**src/rtl/mult_div_sequencer_if.sv**
```systemverilog
// Pipeline-control handshake and ALU operand bus for the iterative MULTU/DIVU sequencer.
// The sequencer is the slave on start/op/rs/rt and the initiator on the ALU operand lines.
interface mult_div_sequencer_if #(
  parameter int WIDTH = 32
);
  logic             start;
  logic             op;
  logic [WIDTH-1:0] rs;
  logic [WIDTH-1:0] rt;
  logic             busy;
  logic             done;
  logic [WIDTH-1:0] hi;
  logic [WIDTH-1:0] lo;
  logic [WIDTH-1:0] aluIn1;
  logic [WIDTH-1:0] aluIn2;
  logic [3:0]       aluCtl;
  logic [WIDTH-1:0] aluResult;

  // Handshake: start/op/rs/rt are taken only while busy is low; busy stays high
  // from the cycle after acceptance through the single-cycle done pulse, and
  // hi/lo are valid from the done cycle until the next done.
  modport slave (
    input  start, op, rs, rt, aluResult,
    output busy, done, hi, lo, aluIn1, aluIn2, aluCtl
  );

  modport master (
    output start, op, rs, rt, aluResult,
    input  busy, done, hi, lo, aluIn1, aluIn2, aluCtl
  );
endinterface

```
**src/rtl/mult_div_sequencer.sv**
```systemverilog
// Iterative unsigned 32x32 MULTU (shift-add) and DIVU (restoring shift-subtract) unit.
// One ALU add or subtract per RUN cycle; the result lands in hi/lo on entry to DONE.
module mult_div_sequencer #(
  parameter int         WIDTH   = 32,
  parameter logic [3:0] CTL_ADD = 4'b0010,
  parameter logic [3:0] CTL_SUB = 4'b0110
) (
  input  logic                clk,
  input  logic                rst_n,
  mult_div_sequencer_if.slave bus,
  output logic [1:0]          dbg_state
);
  localparam int            CW   = $clog2(WIDTH);
  localparam logic [CW-1:0] LAST = CW'(WIDTH - 1);

  typedef enum logic [1:0] {IDLE = 2'd0, RUN = 2'd1, DONE = 2'd2} state_t;

  state_t           state, state_nx;
  logic [CW-1:0]    count;
  logic             op_q;
  logic [WIDTH-1:0] wh, wl, wd;
  logic [WIDTH-1:0] wh_nx, wl_nx, s, m;
  logic             c, b, qbit;

  assign dbg_state = state;
  assign bus.busy  = (state != IDLE);
  assign bus.done  = (state == DONE);

  always_comb begin
    state_nx = state;
    case (state)
      IDLE:    if (bus.start) state_nx = RUN;
      RUN:     if (count == LAST) state_nx = DONE;
      DONE:    state_nx = IDLE;
      default: state_nx = IDLE;
    endcase
  end

  // wh/wl hold H/L for MULTU and R/Q for DIVU; wd holds multiplicand or divisor.
  always_comb begin
    bus.aluIn1 = '0;
    bus.aluIn2 = '0;
    bus.aluCtl = 4'b0000;
    s          = {wh[WIDTH-2:0], wl[WIDTH-1]};
    m          = wl[0] ? wd : '0;
    c          = 1'b0;
    b          = 1'b0;
    qbit       = 1'b0;
    wh_nx      = wh;
    wl_nx      = wl;
    if (state == RUN) begin
      if (!op_q) begin
        bus.aluIn1 = wh;
        bus.aluIn2 = m;
        bus.aluCtl = CTL_ADD;
        c     = (wh[WIDTH-1] & m[WIDTH-1]) |
                ((wh[WIDTH-1] | m[WIDTH-1]) & ~bus.aluResult[WIDTH-1]);
        wh_nx = {c, bus.aluResult[WIDTH-1:1]};
        wl_nx = {bus.aluResult[0], wl[WIDTH-1:1]};
      end else begin
        bus.aluIn1 = s;
        bus.aluIn2 = wd;
        bus.aluCtl = CTL_SUB;
        b     = (~s[WIDTH-1] & wd[WIDTH-1]) |
                ((~s[WIDTH-1] | wd[WIDTH-1]) & bus.aluResult[WIDTH-1]);
        // The bit shifted out of R acts as a 33rd remainder bit: if set, S >= D regardless.
        qbit  = wh[WIDTH-1] | ~b;
        wh_nx = qbit ? bus.aluResult : s;
        wl_nx = {wl[WIDTH-2:0], qbit};
      end
    end
  end

  always_ff @(posedge clk or negedge rst_n) begin
    if (!rst_n) state <= IDLE;
    else        state <= state_nx;
  end

  always_ff @(posedge clk or negedge rst_n) begin
    if (!rst_n) begin
      count  <= '0;
      op_q   <= 1'b0;
      wh     <= '0;
      wl     <= '0;
      wd     <= '0;
      bus.hi <= '0;
      bus.lo <= '0;
    end else begin
      case (state)
        IDLE: if (bus.start) begin
          op_q  <= bus.op;
          count <= '0;
          wh    <= '0;
          wl    <= bus.op ? bus.rs : bus.rt;
          wd    <= bus.op ? bus.rt : bus.rs;
        end
        RUN: begin
          wh <= wh_nx;
          wl <= wl_nx;
          if (count == LAST) begin
            count  <= '0;
            bus.hi <= wh_nx;
            bus.lo <= wl_nx;
          end else begin
            count <= count + 1'b1;
          end
        end
        default: ;
      endcase
    end
  end
endmodule
```
**src/flat_wrapper.sv**
```systemverilog
// flat-port wrapper written by rule: the top's interface ports become plain ports
module mult_div_sequencer_flat 
#(
  parameter int         WIDTH   = 32,
  parameter logic [3:0] CTL_ADD = 4'b0010,
  parameter logic [3:0] CTL_SUB = 4'b0110
)
  (clk, rst_n, dbg_state, bus_start, bus_op, bus_rs, bus_rt, bus_aluResult, bus_busy, bus_done, bus_hi, bus_lo, bus_aluIn1, bus_aluIn2, bus_aluCtl);
  mult_div_sequencer_if #(.WIDTH(WIDTH)) bus_i ();
  input  logic clk;
  input  logic rst_n;
  output logic [1:0] dbg_state;
  input wire logic [$bits(bus_i.start)-1:0] bus_start;
  input wire logic [$bits(bus_i.op)-1:0] bus_op;
  input wire logic [$bits(bus_i.rs)-1:0] bus_rs;
  input wire logic [$bits(bus_i.rt)-1:0] bus_rt;
  input wire logic [$bits(bus_i.aluResult)-1:0] bus_aluResult;
  output wire logic [$bits(bus_i.busy)-1:0] bus_busy;
  output wire logic [$bits(bus_i.done)-1:0] bus_done;
  output wire logic [$bits(bus_i.hi)-1:0] bus_hi;
  output wire logic [$bits(bus_i.lo)-1:0] bus_lo;
  output wire logic [$bits(bus_i.aluIn1)-1:0] bus_aluIn1;
  output wire logic [$bits(bus_i.aluIn2)-1:0] bus_aluIn2;
  output wire logic [$bits(bus_i.aluCtl)-1:0] bus_aluCtl;
  assign bus_i.start = bus_start;
  assign bus_i.op = bus_op;
  assign bus_i.rs = bus_rs;
  assign bus_i.rt = bus_rt;
  assign bus_i.aluResult = bus_aluResult;
  assign bus_busy = bus_i.busy;
  assign bus_done = bus_i.done;
  assign bus_hi = bus_i.hi;
  assign bus_lo = bus_i.lo;
  assign bus_aluIn1 = bus_i.aluIn1;
  assign bus_aluIn2 = bus_i.aluIn2;
  assign bus_aluCtl = bus_i.aluCtl;
  mult_div_sequencer #(.WIDTH(WIDTH), .CTL_ADD(CTL_ADD), .CTL_SUB(CTL_SUB)) u_core (.clk(clk), .rst_n(rst_n), .bus(bus_i), .dbg_state(dbg_state));
endmodule
```
**config.mk**
```make
export PLATFORM = sky130hd
export DESIGN_NAME = mult_div_sequencer_flat
export DESIGN_NICKNAME = d
export VERILOG_FILES = /design/src/rtl/mult_div_sequencer_if.sv /design/src/rtl/mult_div_sequencer.sv /design/src/flat_wrapper.sv
export SDC_FILE = /design/constraint.sdc
export NUM_CORES = 1
export LEC_CHECK = 0
export BUFFER_PORTS_ARGS = -buffer_cell sky130_fd_sc_hd__buf_4
export CAP_MARGIN = 30
export CORE_ASPECT_RATIO = 0.7
export CORE_MARGIN = 2
export CORE_UTILIZATION = 45
export DETAILED_ROUTE_END_ITERATION = 12
export GPL_TIMING_DRIVEN = 0
export MAX_ROUTING_LAYER = met4
export PLACE_DENSITY = 0.76
export SLEW_MARGIN = 20
export SYNTH_ARGS = -nofsm -noshare
export SYNTH_HDL_FRONTEND = slang
export SYNTH_SLANG_ARGS = --single-unit
export TNS_END_PERCENT = 5
```
**constraint.sdc**
```tcl
create_clock -name clk -period 2.8 [get_ports clk]
set_input_delay 0.14 -clock clk [delete_from_list [all_inputs] [get_ports clk]]
set_output_delay 0.14 -clock clk [all_outputs]
set_load 0.1 [all_outputs]
```
==> impl_metrics.toml, run 1 <==
[floorplan]
initial_core_util_pct = 45.9
core_area_um2 = 19900
rows = 43
die_w_um = 174
die_h_um = 123
pin_count = 236
die_area_um2 = 21400

[logic_synthesis]
synth_top_cell_area_share_pct = 46.1
syn-mean-instance-area_um2 = 9.98
ys_types = 47
ys_seq_area_share_pct = 46.1
synth-edff-count = 0
synth_flop_cell = "dfrtp_1"
netlist.top_cell.by_area = "dfrtp_1"
ys.warnings.count = 0
ys_seq_elements = 168
synth_cells = 914
ys_top_cells_by_area = "dfrtp_1 46%, mux2i_1 14%, o221ai_2 4.8%"
synthArstFlopShare_pct = 100
synth.cell_area_um2 = 9120

[clocking]
clk_pin_slew_worst_paths_ps = 70
cts.sinks = 168
cts_buffer_depth = 2
htree_levels = 4
clock_latency_ps = 430
cts_tree = "yes"
numCtsBuffers = 17
clockRootBuffer = "clkbuf_16"
postCtsSetupBuffers = 0

[global_routing]
grt_pass1_wl_um = 43900
antenna_found_initial = 0
grt_overflow = 0
grt_pass1_vias = 8020
grt_usage_pct = 26.9
grt_max_degree = 92

[setup_path]
crit_path_max_incr_delay_ps = 500
path_buf_inv = 3
path_cells = "nand2b_1, buf_2, nor2_2, clkbuf_1, and2_1, buf_4"
cp_max_fo = 10
required_ps = 2660
setup.worst_path.class = "flip-flop to output pin"
cp_top_family = "buffers and inverters"
r2r_cells = 6
crit_slowest_cell = "dfrtp_1"
endpoint_kind = "output pin"
critPathLaunchType = "flip-flop"
critPathArrivalTime_ps = 2480
worstSetupPathDepth = 6

[hold_path]
hold_depth = 3
hold_class = "input port to flip-flop"

[routing]
avgRoutedWirePerCell_um = 19.2
drc = 0
first_pass_iters = 5
routed_wl_um = 27900
num_vias = 8262
drtAntennaViolNets = 0
drt_iter0_markers = 795
vias_per_cell = 5.69

[sta]
fmax_mhz = 381
setup_tns_ps = 0
finalHoldViolCount = 0
layout_min_cycle_time_ps = 2620
whs_ps = 14.8
rsz0062_at_grt = "false"
worst_slack_ps = 177
worst_pin_slew_ps = 789
relSlewSlack_pct = 47.4
fin_skew_ps = 14.0
finalMaxSlewViolations = 0
fin_crit_sh_pct = 93.7
setup_viol = 0

[outcome]
status = "finished, final reports clean"

[run]
cap_violations = 0

[final_layout]
nFillCells = 1724
drive_above_1_share_pct = 33.5
antenna_cells = 0
syn2layout_area_growth_pct = 30.1
nets = 1271

[placed_design]
dpl.hpwl_um = 20600
gp_congestion = 0.878
io_buffers = 232
place_ws_ps = 561
-- cells by family after synthesis --
| logic type | count (synthesis) | synth area share [%] |
|---|---|---|
| compound gates | 236 | 18.8 |
| fa+ha+maj | 2 | 0.274 |
| buf+inv | 86 | 5.32 |
| flops | 168 | 46.1 |
| mux | 128 | 14.0 |
| other cells | 1 | 0.0411 |
| simple gates | 293 | 15.4 |
-- layout by cell type, fill, tap and decap left out, types with 35 or more instances in the layout --
cell / count
dfrtp_1: 168
buf_4: 237
mux2i_1: 128
nor2_1: 101
nand2_1: 76
a21oi_1: 63
a31oi_1: 60
nand2b_1: 35
o21ai_0: 37
buf_2: 45
-- through the flow --
step / util, % / instance area [um2] / std cells
after floorplan: - / 9120 / 915
after global placement: 56.4 / 11200 / 1417
after detailed placement: 56.7 / 11300 / 1419
after CTS: 59.7 / 11900 / 1451
after global routing: 59.8 / 11900 / 1451
final: 59.8 / 11900 / 1451
-- cell usage after synthesis, drive strengths merged (2+ instances only) --
master / count
mux2i: 128
o31ai: 2
or2: 32
o21ai: 41
ha: 2
nor2: 103
dfrtp: 168
nand3: 2
o221ai: 62
inv: 4
nand2b: 35
a31oi: 60
a21oi: 63
buf: 56
nor3: 3
nand2: 77
clkbuf: 26
and2: 33
-- tightest hold or removal path: stages --
cell	delay (ps)
buf_4	80
mux2i_1	50
a21oi_1	130
-- cell type report --
| class | count | area, um2 | area share (%) |
|---|---|---|---|
| Timing Repair Buffer | 235 | 1810 | 15.3 |
| Buffer | 82 | 470 | 3.97 |
| Clock buffer | 19 | 443 | 3.73 |
| Inverter | 4 | 15.0 | 0.127 |
| Sequential cell | 168 | 4200 | 35.4 |
| Clock inverter | 12 | 143 | 1.20 |
| Tap cell | 270 | 338 | 2.85 |
| Multi-Input combinational cell | 661 | 4440 | 37.4 |
-- metal layers --
layer | track usage [%] | routed length (um) | vias up | share of wire, %
li1 | - | - | 3788 | -
met1 | 39.2 | 13700 | 4094 | 49
met2 | 38.1 | 12000 | 352 | 43
met3 | 5.72 | 1830 | 28 | 6.5
met4 | 6.51 | 372 | 0 | 1.3
met5 | - | 0 | - | 0
-- path summary, 6_finish.rpt --
kind	end	from	slack, ps
worst max-delay path	bus_aluIn2[25]	u_core.dbg_state[1]$_DFFE_PN0P_	180
worst min-delay path	u_core.wd[26]$_DFFE_PN0P_	bus_rs[26]	10
worst max register to register	u_core.wh[13]$_DFFE_PN0P_	u_core.dbg_state[1]$_DFFE_PN0P_	800
worst min register to register	u_core.bus.lo[17]$_DFFE_PN0P_	u_core.bus.lo[17]$_DFFE_PN0P_	480
max in group asynchronous	u_core.bus.lo[29]$_DFFE_PN0P_	rst_n	1660
min in group asynchronous	u_core.bus.lo[6]$_DFFE_PN0P_	rst_n	110
-- state kept, by name (all words and copies together) (netlist names) --
register,cells
u_core.bus.hi,32
u_core.bus.lo,32
u_core.count,5
u_core.dbg_state,2
u_core.op_q,1
u_core.wd,32
u_core.wh,32
u_core.wl,32
-- what timing repair did --
action / CTS / global route
endpoints found under the hold margin: 106 / 0
hold buffers: 1 / 0
endpoints found under the setup margin: 0 / 30
resized for setup: 0 / 1
Power of run 1 is left out: the tool's default activity adds up to more than one toggle a clock period on the data nets, which glitch-free logic cannot reach.
==> inputs of run 2 (changes only) <==
--- a/config.mk
+++ b/config.mk
@@ -7,5 +7,4 @@
 export LEC_CHECK = 0
 export BUFFER_PORTS_ARGS = -buffer_cell sky130_fd_sc_hd__buf_4
-export CAP_MARGIN = 30
 export CORE_ASPECT_RATIO = 0.7
 export CORE_MARGIN = 2
==> constraint.sdc (replaced) <==
create_clock -name clk -period 2.8 [get_ports clk]
set_input_delay 0.28 -clock clk [delete_from_list [all_inputs] [get_ports clk]]
set_output_delay 0.28 -clock clk [all_outputs]
set_load 0.1 [all_outputs]
==> run 2 against run 1 <==
  * Flip-flop and latch count unchanged
  * Count of clock-buffer cells in the layout unchanged
  * Via count down 0.13%
  * Critical path depth is the same
  * Hold slack better by 140 ps
  * Register-to-register slack is essentially flat
  * Clock skew fell by 2.7 ps
  * Setup slack worse by 37 ps
  * Final area up 0.11%
  * Critical path type unchanged
  * Highest routed layer unchanged
==> impl_metrics.toml, run 2 (same netlist as run 1, synthesis figures left out) <==
[outcome]
status = "finished, final reports clean"

[global_routing]
grt_pass1_wl_um = 43900
grt_pass1_vias = 8029
grt_usage_pct = 26.9
antenna_found_initial = 0
grt_max_degree = 92
grt_overflow = 0

[placed_design]
io_buffers = 232
gp_congestion = 0.878
placed_cell_area_um2 = 11300
dpl.hpwl_um = 20600

[setup_path]
critPathArrivalTime_ps = 2380
setup.worst_path.class = "flip-flop to output pin"
r2r_setup_slack_ps = 790
path_buf_inv = 4
required_ps = 2520
path_cells = "buf_2, clkbuf_1, clkbuf_4, mux2i_1, nor2_1, buf_4"
crit_slowest_cell = "clkbuf_1"
cp_max_fo = 10
cp_top_family = "buffers and inverters"
critPathLaunchType = "flip-flop"
crit_path_max_incr_delay_ps = 360
endpoint_kind = "output pin"

[floorplan]
die_w_um = 174
core_area_um2 = 19900
rows = 43
die_area_um2 = 21400
pin_count = 236
initial_core_util_pct = 45.9
die_h_um = 123

[final_layout]
final_cell_mix = "236 x buf_4, 168 x dfrtp_1, 128 x mux2i_1"
syn2layout_area_growth_pct = 30.2
layout_commonest_cell = "buf_4"
drive_above_1_share_pct = 33.8
final_util_pct = 59.8
nets = 1271
antenna_cells = 0
final_area_um2 = 11900

[routing]
drc = 0
drtAntennaViolNets = 0
avgRoutedWirePerCell_um = 19.2
first_pass_iters = 6
routed_wl_um = 27900
drt_iter0_markers = 691
vias_per_cell = 5.69
num_vias = 8251

[sta]
rsz0062_at_grt = "true"
fmax_mhz = 376
relSlewSlack_pct = 46.9
setup_tns_ps = 0
setup_viol = 0
finalHoldViolCount = 0
finalMaxSlewViolations = 0
layout_min_cycle_time_ps = 2660
worst_pin_slew_ps = 796
fin_crit_sh_pct = 95.0
fin_skew_ps = 11.3

[clocking]
cts_tree = "yes"
clk_pin_slew_worst_paths_ps = 70
numCtsBuffers = 17
cts.sinks = 168
postCtsSetupBuffers = 0
clockRootBuffer = "clkbuf_16"
cts_buffer_depth = 2
htree_levels = 4
clock_latency_ps = 430

[run]
cap_violations = 0

[hold_path]
hold_class = "input port to flip-flop"
==> run 2: through the flow <==
step                      worst slack (ps)  hold slack (ps)  cells
after floorplan                       -344            -15.6    915
after CTS                             44.5              146   1451
final                                  140              152   1451
after global placement                 416              465   1417
after global routing                 -6.92              155   1451
after detailed placement               421              109   1419
==> run 2: per-layer routing <==
| layer | part of all wire, % | track usage (%) | up-vias |
|---|---|---|---|
| met4 | 1.4 | 6.51 | 0 |
| met3 | 6.5 | 5.72 | 29 |
| li1 | - | - | 3792 |
| met2 | 43 | 38.2 | 335 |
| met5 | 0 | - | - |
| met1 | 49 | 39.2 | 4095 |
==> run 2: area by class of cell <==
class                      instances  area, um2
clock buffer                      19        443
buffer                            82        479
timing repair buffer             235       1820
clock inverter                    12        143
fill                            1724       7980
tap                              270        338
inverter                           4       15.0
multi-input combinational        661       4440
sequential                       168       4200
==> run 2: what timing repair did <==
| action | 4_1_cts | 5_1_grt |
|---|---|---|
| hold endpoints to repair | 16 | 0 |
| resized for setup | 1 | 9 |
| endpoints found under the setup margin | 12 | 32 |
| hold buffers | 1 | 0 |
==> run 2: path summary, 6_finish.rpt <==
| kind | cells after the start | from | end |
|---|---|---|---|
| max in group asynchronous | 4 | rst_n | u_core.wl[28]$_DFFE_PN0P_ |
| min in group asynchronous | 2 | rst_n | u_core.bus.lo[6]$_DFFE_PN0P_ |
| max | 6 | u_core.op_q$_DFFE_PN0P_ | bus_aluIn1[30] |
| min reg2reg | 2 | u_core.bus.lo[17]$_DFFE_PN0P_ | u_core.bus.lo[17]$_DFFE_PN0P_ |
| min | 3 | bus_rs[26] | u_core.wd[26]$_DFFE_PN0P_ |
| max reg2reg | 6 | u_core.dbg_state[1]$_DFFE_PN0P_ | u_core.wh[13]$_DFFE_PN0P_ |
==> run 2: worst register-to-register path: stages, from the launching register on <==
cell      delay [ps]
dfrtp_1          500
nand2b_1         200
buf_2            200
inv_2            120
buf_2            250
clkbuf_1         440
a31oi_1          160
Power of run 2 is left out for the same reason.
